File: src/rtl/atm_session_ctrl_pkg.sv
// Shared definitions for the ATM login session controller.
// Latency: n/a (types, constants and helpers only).
// Backpressure: n/a.
package atm_session_ctrl_pkg;

  typedef enum logic [1:0] {
    ST_IDLE     = 2'd0,
    ST_WAIT_PIN = 2'd1,
    ST_CHECK    = 2'd2,
    ST_ACTIVE   = 2'd3
  } state_t;

  localparam int NUM_ACCOUNTS_DEF = 10;
  localparam int MAX_TRIES_DEF    = 3;

  function automatic logic [1:0] dec_sat(input logic [1:0] v);
    return (v == 2'd0) ? 2'd0 : v - 2'd1;
  endfunction

endpackage

File: src/rtl/atm_session_ctrl_timeout_counter.sv
// Up-counter with synchronous reload, count enable and terminal-count flag.
// Latency: tc is combinational from the count; asserts in the LIMIT-th enabled cycle after a load.
// Backpressure: none; holds at terminal count until reloaded.
module atm_timeout_counter
  import atm_session_ctrl_pkg::*;
#(
  parameter int LIMIT = 16
) (
  input  logic clk,
  input  logic rst_n,
  input  logic load,
  input  logic enable,
  output logic tc
);

  localparam int W = (LIMIT > 2) ? $clog2(LIMIT) : 1;
  localparam logic [W-1:0] LAST = W'(LIMIT - 1);

  logic [W-1:0] cnt;

  always_ff @(posedge clk or negedge rst_n) begin
    if (!rst_n) begin
      cnt <= '0;
    end else if (load) begin
      cnt <= '0;
    end else if (enable && (cnt != LAST)) begin
      cnt <= cnt + 1'b1;
    end
  end

  assign tc = enable && (cnt == LAST);

endmodule

File: src/rtl/atm_session_ctrl.sv
// Sequences one ATM login: card check, PIN lookup via req/ack, try counting, lockout, idle abort.
// Latency: every output is registered and reacts one cycle after the triggering input.
// Backpressure: auth_req is held until auth_ack or AUTH_TO cycles; inputs outside their state are dropped.
module atm_session_ctrl
  import atm_session_ctrl_pkg::*;
#(
  parameter int NUM_ACCOUNTS = NUM_ACCOUNTS_DEF,
  parameter int ACC_W        = 4,
  parameter int PIN_W        = 16,
  parameter int MAX_TRIES    = MAX_TRIES_DEF,
  parameter int IDLE_TO      = 1000,
  parameter int AUTH_TO      = 16
) (
  input  logic             clk,
  input  logic             rst_n,
  input  logic             card_in,
  input  logic [ACC_W-1:0] acc_num,
  input  logic             pin_valid,
  input  logic [PIN_W-1:0] pin,
  input  logic             logout,
  output logic             auth_req,
  output logic [ACC_W-1:0] auth_acc,
  output logic [PIN_W-1:0] auth_pin,
  input  logic             auth_ack,
  input  logic             auth_match,
  output logic             session_active,
  output logic [ACC_W-1:0] session_acc,
  output logic [1:0]       tries_left,
  output logic             pin_error,
  output logic             card_reject,
  output logic             locked_out
);

  state_t                  state;
  logic [ACC_W-1:0]        acc_r;
  logic [NUM_ACCOUNTS-1:0] lock;
  logic                    acc_ok;
  logic                    check_exit;
  logic                    idle_load, idle_en, idle_tc;
  logic                    auth_load, auth_en, auth_tc;

  // Out-of-range account numbers never match an index, so they are rejected too.
  always_comb begin
    acc_ok = 1'b0;
    for (int i = 0; i < NUM_ACCOUNTS; i++) begin
      if ((acc_num == ACC_W'(i)) && !lock[i]) acc_ok = 1'b1;
    end
  end

  assign check_exit = (state == ST_CHECK) && (logout || auth_ack || auth_tc);
  assign idle_load  = (state == ST_IDLE) || pin_valid || card_in || check_exit;
  assign idle_en    = (state == ST_WAIT_PIN) || (state == ST_ACTIVE);
  assign auth_load  = (state != ST_CHECK);
  assign auth_en    = (state == ST_CHECK);

  atm_timeout_counter #(.LIMIT(IDLE_TO)) u_idle_timer (
    .clk    (clk),
    .rst_n  (rst_n),
    .load   (idle_load),
    .enable (idle_en),
    .tc     (idle_tc)
  );

  atm_timeout_counter #(.LIMIT(AUTH_TO)) u_auth_timer (
    .clk    (clk),
    .rst_n  (rst_n),
    .load   (auth_load),
    .enable (auth_en),
    .tc     (auth_tc)
  );

  always_ff @(posedge clk or negedge rst_n) begin
    if (!rst_n) begin
      state          <= ST_IDLE;
      acc_r          <= '0;
      lock           <= '0;
      auth_req       <= 1'b0;
      auth_acc       <= '0;
      auth_pin       <= '0;
      session_active <= 1'b0;
      session_acc    <= '0;
      tries_left     <= 2'(MAX_TRIES);
      pin_error      <= 1'b0;
      card_reject    <= 1'b0;
      locked_out     <= 1'b0;
    end else begin
      pin_error   <= 1'b0;
      card_reject <= 1'b0;
      locked_out  <= 1'b0;
      case (state)
        ST_IDLE: begin
          if (card_in) begin
            if (acc_ok) begin
              acc_r      <= acc_num;
              tries_left <= 2'(MAX_TRIES);
              state      <= ST_WAIT_PIN;
            end else begin
              card_reject <= 1'b1;
            end
          end
        end
        ST_WAIT_PIN: begin
          if (logout) begin
            state <= ST_IDLE;
          end else if (pin_valid) begin
            auth_acc <= acc_r;
            auth_pin <= pin;
            auth_req <= 1'b1;
            state    <= ST_CHECK;
          end else if (idle_tc) begin
            state <= ST_IDLE;
          end
        end
        ST_CHECK: begin
          // logout wins over a same-cycle ack so an aborted lookup never costs a try
          if (logout) begin
            auth_req <= 1'b0;
            state    <= ST_IDLE;
          end else if (auth_ack) begin
            auth_req <= 1'b0;
            if (auth_match) begin
              session_active <= 1'b1;
              session_acc    <= acc_r;
              state          <= ST_ACTIVE;
            end else begin
              tries_left <= dec_sat(tries_left);
              pin_error  <= 1'b1;
              if (tries_left <= 2'd1) begin
                for (int i = 0; i < NUM_ACCOUNTS; i++) begin
                  if (acc_r == ACC_W'(i)) lock[i] <= 1'b1;
                end
                locked_out <= 1'b1;
                state      <= ST_IDLE;
              end else begin
                state <= ST_WAIT_PIN;
              end
            end
          end else if (auth_tc) begin
            auth_req  <= 1'b0;
            pin_error <= 1'b1;
            state     <= ST_WAIT_PIN;
          end
        end
        ST_ACTIVE: begin
          if (logout || idle_tc) begin
            session_active <= 1'b0;
            session_acc    <= '0;
            state          <= ST_IDLE;
          end
        end
        default: state <= ST_IDLE;
      endcase
    end
  end

endmodule

File: config.mk
export PLATFORM = sky130hd
export DESIGN_NAME = atm_session_ctrl
export DESIGN_NICKNAME = d
export VERILOG_FILES = /design/src/rtl/atm_session_ctrl_pkg.sv /design/src/rtl/atm_session_ctrl_timeout_counter.sv /design/src/rtl/atm_session_ctrl.sv
export SDC_FILE = /design/constraint.sdc
export NUM_CORES = 1
export LEC_CHECK = 0
export BUFFER_PORTS_ARGS = -buffer_cell sky130_fd_sc_hd__buf_2
export CORE_ASPECT_RATIO = 0.5
export CORE_MARGIN = 2
export CORE_UTILIZATION = 54
export CTS_CLUSTER_DIAMETER = 80
export DETAILED_ROUTE_END_ITERATION = 7
export HOLD_SLACK_MARGIN = 0.12
export PLACE_DENSITY = 0.79
export REMOVE_ABC_BUFFERS = 1
export SYNTH_ARGS = -nofsm -noshare
export SYNTH_HDL_FRONTEND = slang
export SYNTH_SLANG_ARGS = --single-unit
File: constraint.sdc
create_clock -name clk -period 2.6 [get_ports clk]
set_input_delay 0.39 -clock clk [delete_from_list [all_inputs] [get_ports clk]]
set_output_delay 0.39 -clock clk [all_outputs]
set_load 0.02 [all_outputs]
# After elaboration in Yosys (flattened, before gate mapping)
# Cells that the tools add are included.
[classes]
eq_ne = 37
n_reduce_logical = 57
n_addsub = 3
muxes = 62
order_cmp = 1
bitwise_logic = 2
[op_table]
columns = ["cell", "count"]
rows = [
  ["$reduce_and A6 Y1", 11],
  ["$mux W1", 33],
  ["$eq A4 B3 Y1 const B", 8],
  ["$mux W2", 16],
  ["$mux W4", 6],
  ["$eq A4 B4 Y1 const B", 5],
  ["$mux W10", 2],
  ["$ne A2 B2 Y1 const B", 9],
  ["$eq A4 B2 Y1 const B", 4],
  ["$logic_and A1 B1 Y1", 15],
  ["$ne A4 B4 Y1 const B", 3],
  ["$add A10 B1 Y10 const B", 1],
  ["$eq A10 B10 Y1 const B", 1],
  ["$logic_not A1 Y1", 10],
  ["$ne A10 B10 Y1 const B", 1],
  ["$reduce_and A5 Y1", 2],
  ["$reduce_bool A2 Y1", 5],
  ["$eq A4 B1 Y1 const B", 2],
  ["$logic_not A4 Y1", 2],
  ["$pmux W2 S4", 1],
  ["$pmux W4 S2", 1],
  ["$logic_or A1 B1 Y1", 7],
  ["$reduce_and A3 Y1", 2],
  ["$add A4 B1 Y4 const B", 1],
  ["10 further kinds", 14],
]
[totals]
out_inout_bits = 31
word_cells = 185
regBits = 61
inputBits = 27

# Longest topological paths before layout
# Gate-level depths: netlist of run 1.
[depth]
depth_word = 15
mapped_depth = 7
mapped_depth_nobuf = 6

# Modules after synthesis
# Synthesis of run 1 repeated with hierarchy kept, for this count alone.
[unflattened]
cells_unflattened = 239
area_unflattened_um2 = 2819.0
[modules_own_cells]
columns = ["mod", "area_per_inst_um2", "instances", "seq_area_each_um2", "cells_each"]
rows = [
  ["atm_session_ctrl", 2058.2, 1, 1178.6, 165],
  ["atm_timeout_counter (u_idle_timer)", 521.8, 1, 250.2, 53],
  ["atm_timeout_counter (u_auth_timer)", 239.0, 1, 100.1, 21],
]

# Least setup slack after synthesis of run 1
# No wires, ideal clock.
[synth_path]
kind = "register to register"
start = "register u_auth_timer.cnt[0]"
end = "register u_idle_timer.cnt[8]"
synth_period_minus_slack_ns = 2.122
required_ns = 2.534
setup_time_ns = 0.066
n_path_buf = 1
stages_incl_launch_ff = 8
arrival_ns = 2.056
path_slack_ns = 0.478
path_cell_list = "dfrtp_1 ha_1 a311oi_2 a21oi_1 or3_1 buf_6 or4_1 nand2_1"
[synth_via]
elab_chain_len = 6
word_cells_on_any_way = 7
classes_between = "eq/ne (1); mux (1); reduce/logical (5)"
[synth_rtl]
columns = ["element", "line", "rtl"]
rows = [
  ["from (decl)", "atm_session_ctrl_timeout_counter.sv:19", "logic [W-1:0] cnt;"],
  ["from (signal assigned)", "atm_session_ctrl_timeout_counter.sv:27", "cnt <= cnt + 1'b1;"],
  ["$eq A4 B4 Y1 *", "atm_session_ctrl_timeout_counter.sv:31", "assign tc = enable && (cnt == LAST);"],
  ["$logic_and A1 B1 Y1 *", "atm_session_ctrl_timeout_counter.sv:31", ""],
  ["$logic_or A1 B1 Y1 *", "atm_session_ctrl.sv:50", "assign check_exit = (state == ST_CHECK) && (logout || auth_ack || auth_tc);"],
  ["$logic_and A1 B1 Y1 *", "atm_session_ctrl.sv:50", ""],
  ["$logic_or A1 B1 Y1 *", "atm_session_ctrl.sv:51", "assign idle_load = (state == ST_IDLE) || pin_valid || card_in || check_exit;"],
  ["$mux W10 or $reduce_bool A2 Y1 (tied branches)", "n/a", ""],
  ["to (signal assigned)", "atm_session_ctrl_timeout_counter.sv:27", ""],
  ["to (decl)", "atm_session_ctrl_timeout_counter.sv:19", ""],
]
# Every way passes the cells marked *; elsewhere a longest branch is shown, timed or not.
# A chain may end at the register's enable or synchronous reset.

# Final worst setup path of run 1
# Ends and elaborated chain as after synthesis.

==> results of run 1 <==
-- cells in the mapped netlist (all sizes together) (7+ instances only) --
master / number / area [µm²]
clkbuf: 8 / 30.0
xor2: 8 / 70.1
o21ai: 10 / 50.0
nor3: 9 / 45.0
nand2: 9 / 33.8
nand3: 11 / 55.1
mux2: 24 / 270
nor3b: 7 / 52.6
nand2b: 7 / 43.8
nor2: 21 / 78.8
dfrtp: 59 / 1480
inv: 9 / 33.8
-- flip-flops by register name (all words and copies together) (netlist names), 2 cells and up --
signal / cells
acc_r: 4
auth_pin: 16
lock: 10
state: 2
session_acc: 4
tries_left: 2
u_idle_timer.cnt: 10
u_auth_timer.cnt: 4
auth_acc: 4
-- routing by layer --
metal / global-route usage / vias to the layer above / routed length, µm
met5: 0 / - / 0
met4: 0.0789 / 0 / 63
met3: 0.0869 / 6 / 291
met2: 0.383 / 50 / 2790
met1: 0.240 / 1030 / 2370
li1: - / 1001 / -
-- critical path, delay by kind of cell (launching register included) --
family,cells,cell delay (ns)
AO/OA/AOI/OAI,2,0.49
adder cells (fa/ha/maj),1,0.29
flip-flops,1,0.43
AND/OR/NAND/NOR,3,0.92
-- path summary, 6_finish.rpt --
path	from	to	slack, ns	depth (start not counted)
setup / recovery	u_auth_timer.cnt[0]	u_idle_timer.cnt[8]	0.41	6
hold / removal	pin[6]	auth_pin[6]	0.28	2
setup reg to reg	u_auth_timer.cnt[0]	u_idle_timer.cnt[8]	0.41	6
hold reg to reg	lock[6]	lock[6]	0.46	1
max in group asynchronous	rst_n	tries_left[0]	1.42	3
min in group asynchronous	rst_n	lock[0]	0.54	2
-- stage by stage --
stage | TNS, ns | util
CTS | 0 | 0.683
detailed placement | 0 | 0.638
global placement | 0 | 0.638
floorplan | -5.26 | -
finish | 0 | 0.683
global route | 0 | 0.683
-- power by group through the flow --
stage	clock [W]	sequential [W]	combinational, W
after floorplan	0	0.00173	0.000420
after global placement	0	0.00147	0.00107
after detailed placement	0	0.00148	0.00110
after CTS	0.000918	0.00147	0.00111
after global routing	0.000974	0.00152	0.00118
final	0.000900	0.00147	0.00109
-- cell families (layout without fill, tap and decap cells) --
logic type      Yosys count  count (layout)  share of synthesized area
simple gates             90              90                      0.181
flops                    61              61                      0.549
compound gates           35              35                     0.0863
mux                      30              30                      0.119
buf+inv                  18              87                     0.0270
xor+xnor                  9               9                     0.0283
fa+ha+maj                 2               2                    0.00899
-- timing repair --
action	CTS	global route
endpoints found under the hold margin	20	0
gates resized for setup	0	0
hold buffers	1	0
-- layout make-up --
type	count	area, µm²
fill	380	1570
clock buffer	9	124
clock inverter	7	90.1
inverter	9	33.8
timing repair buffer	62	338
sequential	61	1530
multi-input combinational	166	1180
tap	70	87.6
==> qor.txt, run 1 <==
run status = finished, final reports clean
power density cells = 1020 mW/mm²
clock buffers created by TritonCTS = 9
fraction of power consumed by the clock network = 0.260
Remaining DRCs = 0
final cell count without fillers = 384
overall track demand over capacity in global routing = 0.214
global-route wire length before repair = 9.16 mm
worst slew slack as a fraction of its limit = 0.685
post-route antenna net violation count = 0
remaining global-route overflow = 0
Cell Area, Synth = 0.00278 mm²
Fin. Hold Viols = 0
Arr. time, crit path = 2.47 ns
Hold/Removal Path Class = in -> reg
post-CTS clock slew at the launch and capture registers of the worst setup and hold paths = 0.06 ns
Setup CP Type = reg -> reg
drt first-iter violations = 85
layout cells sized above 1 = 0.354
n_diodes = 0
Worst Setup Slack post-DPL = 0.462 ns
placed inst area = 0.00316 mm²
number of synthesized flops with an enable pin = 0
sequential cell fraction of total power = 0.425
static power due to leakage = 1.65 nW
worst endpoint required time = 2.87 ns
TritonCTS clock tree = built
Critical Path Max Stage Delay = 0.50 ns
leading register cell type out of synthesis = dfrtp_1
total via count after detailed routing = 2087
RePlAce Congestion = 0.783
I/O pin count = 58
Std-Cell Core Area = 0.00495 mm²
endpoint type of the worst setup path = flop
drt wl/cell = 14.4 µm
antenna violations before repair = 0
period utilisation layout = 0.843
crit path cell chain = ha_1 > a311oi_2 > a21oi_1 > or3_1 > or4_1 > nand2_1
leading cell type in the layout, fill and taps excluded = dfrtp_1
Synth cell types = 42
post-layout instance area = 0.00339 mm²
die span in x = 106 µm
startpoint types = flop
Comb power frac = 0.316
overall power of the completed layout = 0.00346 W
H-Tree Depth = 3
Max Cap Viol = 0
Clock Skew = 0.00908 ns
number of global-route vias before repair = 2022
y dimension of the die = 54.8 µm
hold_ws = 0.279 ns
Area growth syn-to-layout = 21.7%
Ys Warns = 0
Port Buffer Count = 57
share of async-settable or async-resettable flops after synthesis = 1.00
Setup-failing EPs final = 0
slowest CP cell = or4_1
maximum clock insertion buffer count = 2
Seq cells post-synth = 61
commonest cells after routing, fill and taps aside = dfrtp_1 (59), buf_2 (57), mux2_2 (24)
nets@finish = 338
initial core utilization = 0.562
sequential-to-total area share from yosys stat = 0.549
transition time at the pin with the least slew margin = 0.469 ns
achievable clock frequency = 456 MHz
Pre-Repair DR Iteration Count = 4
maximum number of pins on one net before global-route repair = 42
switching portion of total power = 0.353
per-cell via count in the routed design = 5.43
crit path setup slack, layout = 0.409 ns
switching power = 0.00122 W
library cell used as clock root buffer = clkbuf_8
HPWL reported at the end of detailed placement = 3.97 mm
setup repair after global routing missed its margin = no
clock sink count = 61
Synth Instances = 245
final worst path period need = 2.19 ns
post-CTS setup repair buffer count = 0
Worst IR Drop VDD = 0.000799 V
maximum fanout encountered on the critical timing path = 5
post-synthesis average cell area = 11.4 µm²
Post-Place Cells = 367
Row Count = 18
number of max-slew violations in the final report = 0
cell internal pwr = 0.00224 W
total wire length after detailed routing = 5.51 mm
Die Outline Area = 0.00578 mm²
worst-skew pair later-pin latency = 0.34 ns
(Power assumes the default switching activity.)
==> run 2, diff against run 1 <==
--- a/config.mk
+++ b/config.mk
@@ -5,14 +5,15 @@
 export SDC_FILE = /design/constraint.sdc
 export NUM_CORES = 1
 export LEC_CHECK = 0
+export ABC_AREA = 1
 export BUFFER_PORTS_ARGS = -buffer_cell sky130_fd_sc_hd__buf_2
 export CORE_ASPECT_RATIO = 0.5
 export CORE_MARGIN = 2
-export CORE_UTILIZATION = 54
+export CORE_UTILIZATION = 49
 export CTS_CLUSTER_DIAMETER = 80
 export DETAILED_ROUTE_END_ITERATION = 7
 export HOLD_SLACK_MARGIN = 0.12
-export PLACE_DENSITY = 0.79
+export PLACE_DENSITY = 0.75
 export REMOVE_ABC_BUFFERS = 1
 export SYNTH_ARGS = -nofsm -noshare
 export SYNTH_HDL_FRONTEND = slang
==> constraint.sdc (replaced) <==
create_clock -name clk -period 1.9 [get_ports clk]
set_input_delay 0.285 -clock clk [delete_from_list [all_inputs] [get_ports clk]]
set_output_delay 0.285 -clock clk [all_outputs]
set_load 0.02 [all_outputs]
==> run 2 against run 1 <==
Net effect: hold slack worse by 0.12 ns; via count increased by 19%; clock skew down 0.0017 ns; flip-flop and latch count unchanged; utilization fell by 4.6 points; register-to-register slack worse by 0.28 ns; worst setup slack worse by 0.28 ns; sequential power increased by 20%; final cell count increased by 31%; first-iteration DRC count increased by 55%; clock power grew 62%; die area up 14%; largest power group unchanged.
==> qor.txt, run 2 <==
I/O pin count = 58
share of async-settable or async-resettable flops after synthesis = 1.00
layout cells sized above 1 = 0.213
Arr. time, crit path = 2.02 ns
Ys Warns = 0
library cell used as clock root buffer = clkbuf_16
main combinational cell family by area after synthesis = simple AND/OR/NAND/NOR gates
Hold/Removal Path Class = in -> reg
TritonCTS clock tree = built
y dimension of the die = 58.4 µm
drt first-iter violations = 132
remaining global-route overflow = 0
RePlAce Congestion = 0.890
total via count after detailed routing = 2485
number of global-route vias before repair = 2444
Pre-Repair DR Iteration Count = 4
xor/xnor share of the synthesized area = 0.0151
arithmetic-cell share of the synthesized area counting full adders, half adders and majority gates = 0.00862
run status = finished, final reports clean
antenna violations before repair = 0
leading cell type in the layout, fill and taps excluded = nand2_1
final cell utilization of the core = 0.637
post-route antenna net violation count = 0
Synth cell types = 27
static power due to leakage = 1.85 nW
total wire length after detailed routing = 6.24 mm
Std-Cell Core Area = 0.00559 mm²
power density cells = 1240 mW/mm²
maximum fanout encountered on the critical timing path = 7
endpoint type of the worst setup path = flop
final worst path period need = 1.77 ns
die span in x = 113 µm
fraction of synthesized cell area taken by the top area cell type = 0.509
Worst IR Drop VDD = 0.000891 V
drt wl/cell = 12.4 µm
Die Outline Area = 0.00659 mm²
Setup CP Type = reg -> reg
startpoint types = flop
number of synthesized flops with an enable pin = 0
Max Cap Viol = 0
sequential-to-total area share from yosys stat = 0.527
period utilisation layout = 0.934
worst-skew pair later-pin latency = 0.33 ns
largest registers = auth_pin (16), lock (10), u_idle_timer.cnt (10)
Synth Instances = 358
Port Buffer Count = 57
initial core utilization = 0.520
nets@finish = 455
clock buffers created by TritonCTS = 9
Clock Skew = 0.00742 ns
top cells by area, synth = dfrtp_1 (51%), nand2_1 (16%), inv_1 (5.4%)
Setup-failing EPs final = 0
per-cell via count in the routed design = 4.93
number of max-slew violations in the final report = 0
Area growth syn-to-layout = 22.7%
worst endpoint required time = 2.15 ns
worst slew slack as a fraction of its limit = 0.601
number of flip-flops in the largest register = 16
Seq cells post-synth = 61
most flop-heavy register = auth_pin
global-route wire length before repair = 10.9 mm
Row Count = 19
Synth Area in Simple Gates = 0.295
Remaining DRCs = 0
final cell count without fillers = 504
maximum number of pins on one net before global-route repair = 35
commonest cells after routing, fill and taps aside = nand2_1 (125), dfrtp_1 (59), buf_2 (57)
overall track demand over capacity in global routing = 0.213
leading register cell type out of synthesis = dfrtp_1
most frequent cells after synthesis = nand2_1 (125), dfrtp_1 (59), inv_1 (42)
post-CTS clock slew at the launch and capture registers of the worst setup and hold paths = 0.05 ns
post-synthesis average cell area = 8.11 µm²
n_diodes = 0
share of the synthesized area in compound gates (AO/OA/AOI/OAI) = 0.0789
post-layout instance area = 0.00356 mm²
H-Tree Depth = 3
Fin. Hold Viols = 0
Post-Place Cells = 487
post-route setup TNS = 0 ns
most instantiated library cell after synthesis = nand2_1
transition time at the pin with the least slew margin = 0.593 ns
HPWL reported at the end of detailed placement = 4.66 mm
multiplexer share of the synthesized area = 0
maximum clock insertion buffer count = 2
Cell Area, Synth = 0.00290 mm²
clock sink count = 61
placed inst area = 0.00328 mm²
largest area contributor in the netlist = dfrtp_1
overall power of the completed layout = 0.00442 W
achievable clock frequency = 564 MHz
setup repair after global routing missed its margin = no
[run 2: final cells by class]
| type | instances | area [µm²] |
|---|---|---|
| Tap cell | 73 | 91.3 |
| Clock inverter | 3 | 21.3 |
| Timing Repair Buffer | 62 | 338 |
| Clock buffer | 13 | 250 |
| Inverter | 47 | 176 |
| Fill cell | 476 | 2030 |
| Sequential cell | 61 | 1530 |
| Multi-Input combinational cell | 245 | 1150 |
[run 2: where the power goes]
part	total (W)	switching (W)	internal, W
sequential	0.00176	0.000177	0.00158
combinational	0.00120	0.000813	0.000389
clock	0.00146	0.000544	0.000916
[run 2: worst paths after layout]
check                               startpoint        endpoint  slack, ns  depth (start not counted)
min reg2reg                            lock[8]         lock[8]       0.45                          2
max                        u_idle_timer.cnt[0]  session_acc[0]       0.13                          8
min                                     pin[0]     auth_pin[0]       0.16                          3
max reg2reg                u_idle_timer.cnt[0]  session_acc[0]       0.13                          8
min in group asynchronous                rst_n     auth_pin[4]       0.39                          2
max in group asynchronous                rst_n   tries_left[0]       0.93                          3
[run 2: per-stage QoR]
| stage | setup slack [ns] | hold slack, ns |
|---|---|---|
| 2_1_floorplan | 0.262 | -0.0106 |
| 3_3_place_gp | 0.230 | 0.199 |
| 3_5_place_dp | 0.163 | 0.205 |
| 4_1_cts | 0.132 | 0.143 |
| 5_1_grt | 0.0120 | 0.158 |
| 6_report | 0.126 | 0.158 |
[run 2: logic make-up (layout without fill, tap and decap cells)]
| family | count (synthesis) | count (layout) |
|---|---|---|
| simple gates | 198 | 198 |
| flops | 61 | 61 |
| buf+inv | 52 | 125 |
| compound gates | 40 | 40 |
| xor+xnor | 5 | 5 |
| fa+ha+maj | 2 | 2 |
[run 2: metal layers]
metal  global-route usage  wire (µm)  up-vias
li1                     -          -     1269
met1                0.263       2970     1169
met4               0.0784         27        0
met3               0.0752        272        2
met5                    0          0        -
met2                0.355       2970       45
[run 2: repair_timing]
| item | in CTS | in global routing |
|---|---|---|
| hold buffers | 1 | 0 |
| hold endpoints to repair | 13 | 0 |
| setup buffers | 0 | 0 |
| gates resized for setup | 0 | 1 |
| setup endpoints to repair | 0 | 2 |
[run 2: critical path: stages (launching register included)]
cell	delay, ns
dfrtp_1	0.44
ha_1	0.27
nand2_1	0.08
nor2_1	0.05
nand3_1	0.08
nand2_1	0.06
o21ai_0	0.49
nand2_1	0.12
o21ai_0	0.11
==> run 3, diff against run 2 <==
--- a/config.mk
+++ b/config.mk
@@ -14,7 +14,6 @@
 export DETAILED_ROUTE_END_ITERATION = 7
 export HOLD_SLACK_MARGIN = 0.12
 export PLACE_DENSITY = 0.75
-export REMOVE_ABC_BUFFERS = 1
 export SYNTH_ARGS = -nofsm -noshare
 export SYNTH_HDL_FRONTEND = slang
 export SYNTH_SLANG_ARGS = --single-unit
==> run 3 against run 2 <==
Net effect: clock skew down 0.0015 ns; design area up 0.28%; combinational power about the same; largest cell class unchanged; non-clock buffer count down 2; critical path depth unchanged; critical path type unchanged; hold slack worse by 0.0031 ns; critical endpoint is now u_idle_timer.cnt[0]; sequential power about the same; fmax up 1.7%; register-to-register slack better by 0.03 ns; worst setup slack better by 0.030 ns.
==> qor.txt, run 3 (synthesized netlist as in run 2, its figures left out) <==
Setup-failing EPs final = 0
Max Cap Viol = 0
global-route wire length before repair = 10.6 mm
nets@finish = 453
worst-skew pair later-pin latency = 0.33 ns
post-route antenna net violation count = 0
period utilisation layout = 0.918
total via count after detailed routing = 2498
number of cells on the worst reg-to-reg path = 8
startpoint types = flop
hold_ws = 0.155 ns
Hold Crit Start = pin[3]
remaining global-route overflow = 0
antenna violations before repair = 0
endpoint type of the worst setup path = flop
Clock Skew = 0.00589 ns
Row Count = 19
drt wl/cell = 12.4 µm
setup repair after global routing missed its margin = no
switching portion of total power = 0.339
most flop-heavy register = auth_pin
Std-Cell Core Area = 0.00559 mm²
origin of the critical flop-to-flop path = u_idle_timer.cnt[0]
Remaining DRCs = 0
static power due to leakage = 1.86 nW
Area growth syn-to-layout = 23.0%
number of global-route vias before repair = 2397
Die Outline Area = 0.00659 mm²
worst endpoint required time = 2.10 ns
post-route setup TNS = 0 ns
Post-Place Cells = 485
worst slew slack as a fraction of its limit = 0.683
power density cells = 1270 mW/mm²
drt first-iter violations = 161
RePlAce Congestion = 0.891
fraction of power consumed by the clock network = 0.352
post-CTS setup repair buffer count = 0
I/O pin count = 58
Arr. time, crit path = 1.95 ns
final cell count without fillers = 502
number of max-slew violations in the final report = 0
overall track demand over capacity in global routing = 0.208
fraction of met1 tracks used by global routing = 0.258
reg2reg setup slack = 0.16 ns
layout cells sized above 1 = 0.212
final cell utilization of the core = 0.639
initial core utilization = 0.520
Fin. Hold Viols = 0
n_diodes = 0
Worst IR Drop VDD = 0.000780 V
transition time at the pin with the least slew margin = 0.472 ns
Port Buffer Count = 57
post-CTS clock slew at the launch and capture registers of the worst setup and hold paths = 0.05 ns
leading cell type in the layout, fill and taps excluded = nand2_1
library cell used as clock root buffer = clkbuf_16
total wire length after detailed routing = 6.21 mm
number of flip-flops in the largest register = 16
HPWL reported at the end of detailed placement = 4.43 mm
layer with the highest usage after global routing = met2
clock buffers created by TritonCTS = 9
number of stages on the worst hold path = 3
commonest cells after routing, fill and taps aside = nand2_1 (125), dfrtp_1 (59), buf_2 (57)
y dimension of the die = 58.4 µm
maximum fanout encountered on the critical timing path = 8
TritonCTS clock tree = built
Hold/Removal Path Class = in -> reg
die span in x = 113 µm
syn_nets = 387
run status = finished, final reports clean
GRT met2 Usage = 0.348
switching power = 0.00154 W
overall power of the completed layout = 0.00454 W
maximum clock insertion buffer count = 2
cell internal pwr = 0.00300 W
final worst path period need = 1.74 ns
maximum number of pins on one net before global-route repair = 62
clock sink count = 61
per-cell via count in the routed design = 4.98
achievable clock frequency = 573 MHz
Comb power frac = 0.261
met3 track demand over resource in global routing = 0.0577
H-Tree Depth = 3
sequential cell fraction of total power = 0.386
capture endpoint of the worst hold path = auth_pin[3]
Pre-Repair DR Iteration Count = 4
largest registers = auth_pin (16), lock (10), u_idle_timer.cnt (10)
endpoint of the worst-slack reg-to-reg timing path = u_idle_timer.cnt[0]
Setup CP Type = reg -> reg
-- run 3: cell count changes in the layout (fill, tap and decap cells not counted) --
cell and delta:
bufinv_16 +1, clkinv_2 +1, buf_4 -2, clkbuf_1 -1
and2_2 -1, clkinv_4 -1, o21ai_2 +1, o21ai_0 -1
and2_1 +1
-- run 3: power groups by stage --
stage	Sequential (W)	Combinational (W)	Clock (W)
CTS	0.00176	0.00120	0.00163
finish	0.00176	0.00119	0.00160
floorplan	0.00206	0.000473	0
detailed placement	0.00177	0.00119	0
global route	0.00179	0.00131	0.00169
global placement	0.00176	0.00116	0
-- run 3: metal layers --
layer  routed length [µm]  part of all wire  up-vias
met5                    0                 0        -
met2                 2930              0.47       54
li1                     -                 -     1259
met1                 2860              0.46     1173
met4                  124             0.020        0
met3                  292             0.047       12
-- run 3: cell type report --
type,instances,area [µm²]
timing repair buffer,60,323
clock inverter,4,47.5
inverter,47,176
sequential,61,1530
fill,444,2020
multi-input combinational,245,1160
clock buffer,12,246
tap,73,91.3
-- run 3: repair_timing --
action,CTS,global route
hold buffers,1,0
hold endpoints to repair,59,0
gates resized for setup,0,2
setup endpoints to repair,0,5
-- run 3: worst max path at each step --
| stage | start | to | slack, ns | cells after the start |
|---|---|---|---|---|
| after floorplan | u_idle_timer.cnt[0] | session_acc[3] | 0.32 | 8 |
| after global placement | u_idle_timer.cnt[0] | session_acc[3] | 0.15 | 8 |
| after detailed placement | u_idle_timer.cnt[0] | session_acc[2] | 0.03 | 8 |
| after CTS | u_idle_timer.cnt[0] | session_acc[2] | 0.01 | 8 |
| after global routing | u_auth_timer.cnt[0] | u_idle_timer.cnt[8] | 0.003 | 9 |
| final | u_idle_timer.cnt[0] | u_idle_timer.cnt[0] | 0.16 | 8 |
-- run 3: through the flow --
stage	setup slack, ns	instance area, µm²
6_report	0.156	3570
5_1_grt	0.00272	3570
4_1_cts	0.0121	3570
3_5_place_dp	0.0263	3260
3_3_place_gp	0.153	3260
2_1_floorplan	0.322	2900
-- run 3: critical path, stage by stage, from the launching register on --
cell and delay (ns):
dfrtp_1 0.43, ha_1 0.24, nand2_1 0.07, nor2_1 0.14
nand3_1 0.09, nand2_1 0.26, inv_1 0.15, a21oi_1 0.18
a21oi_1 0.06
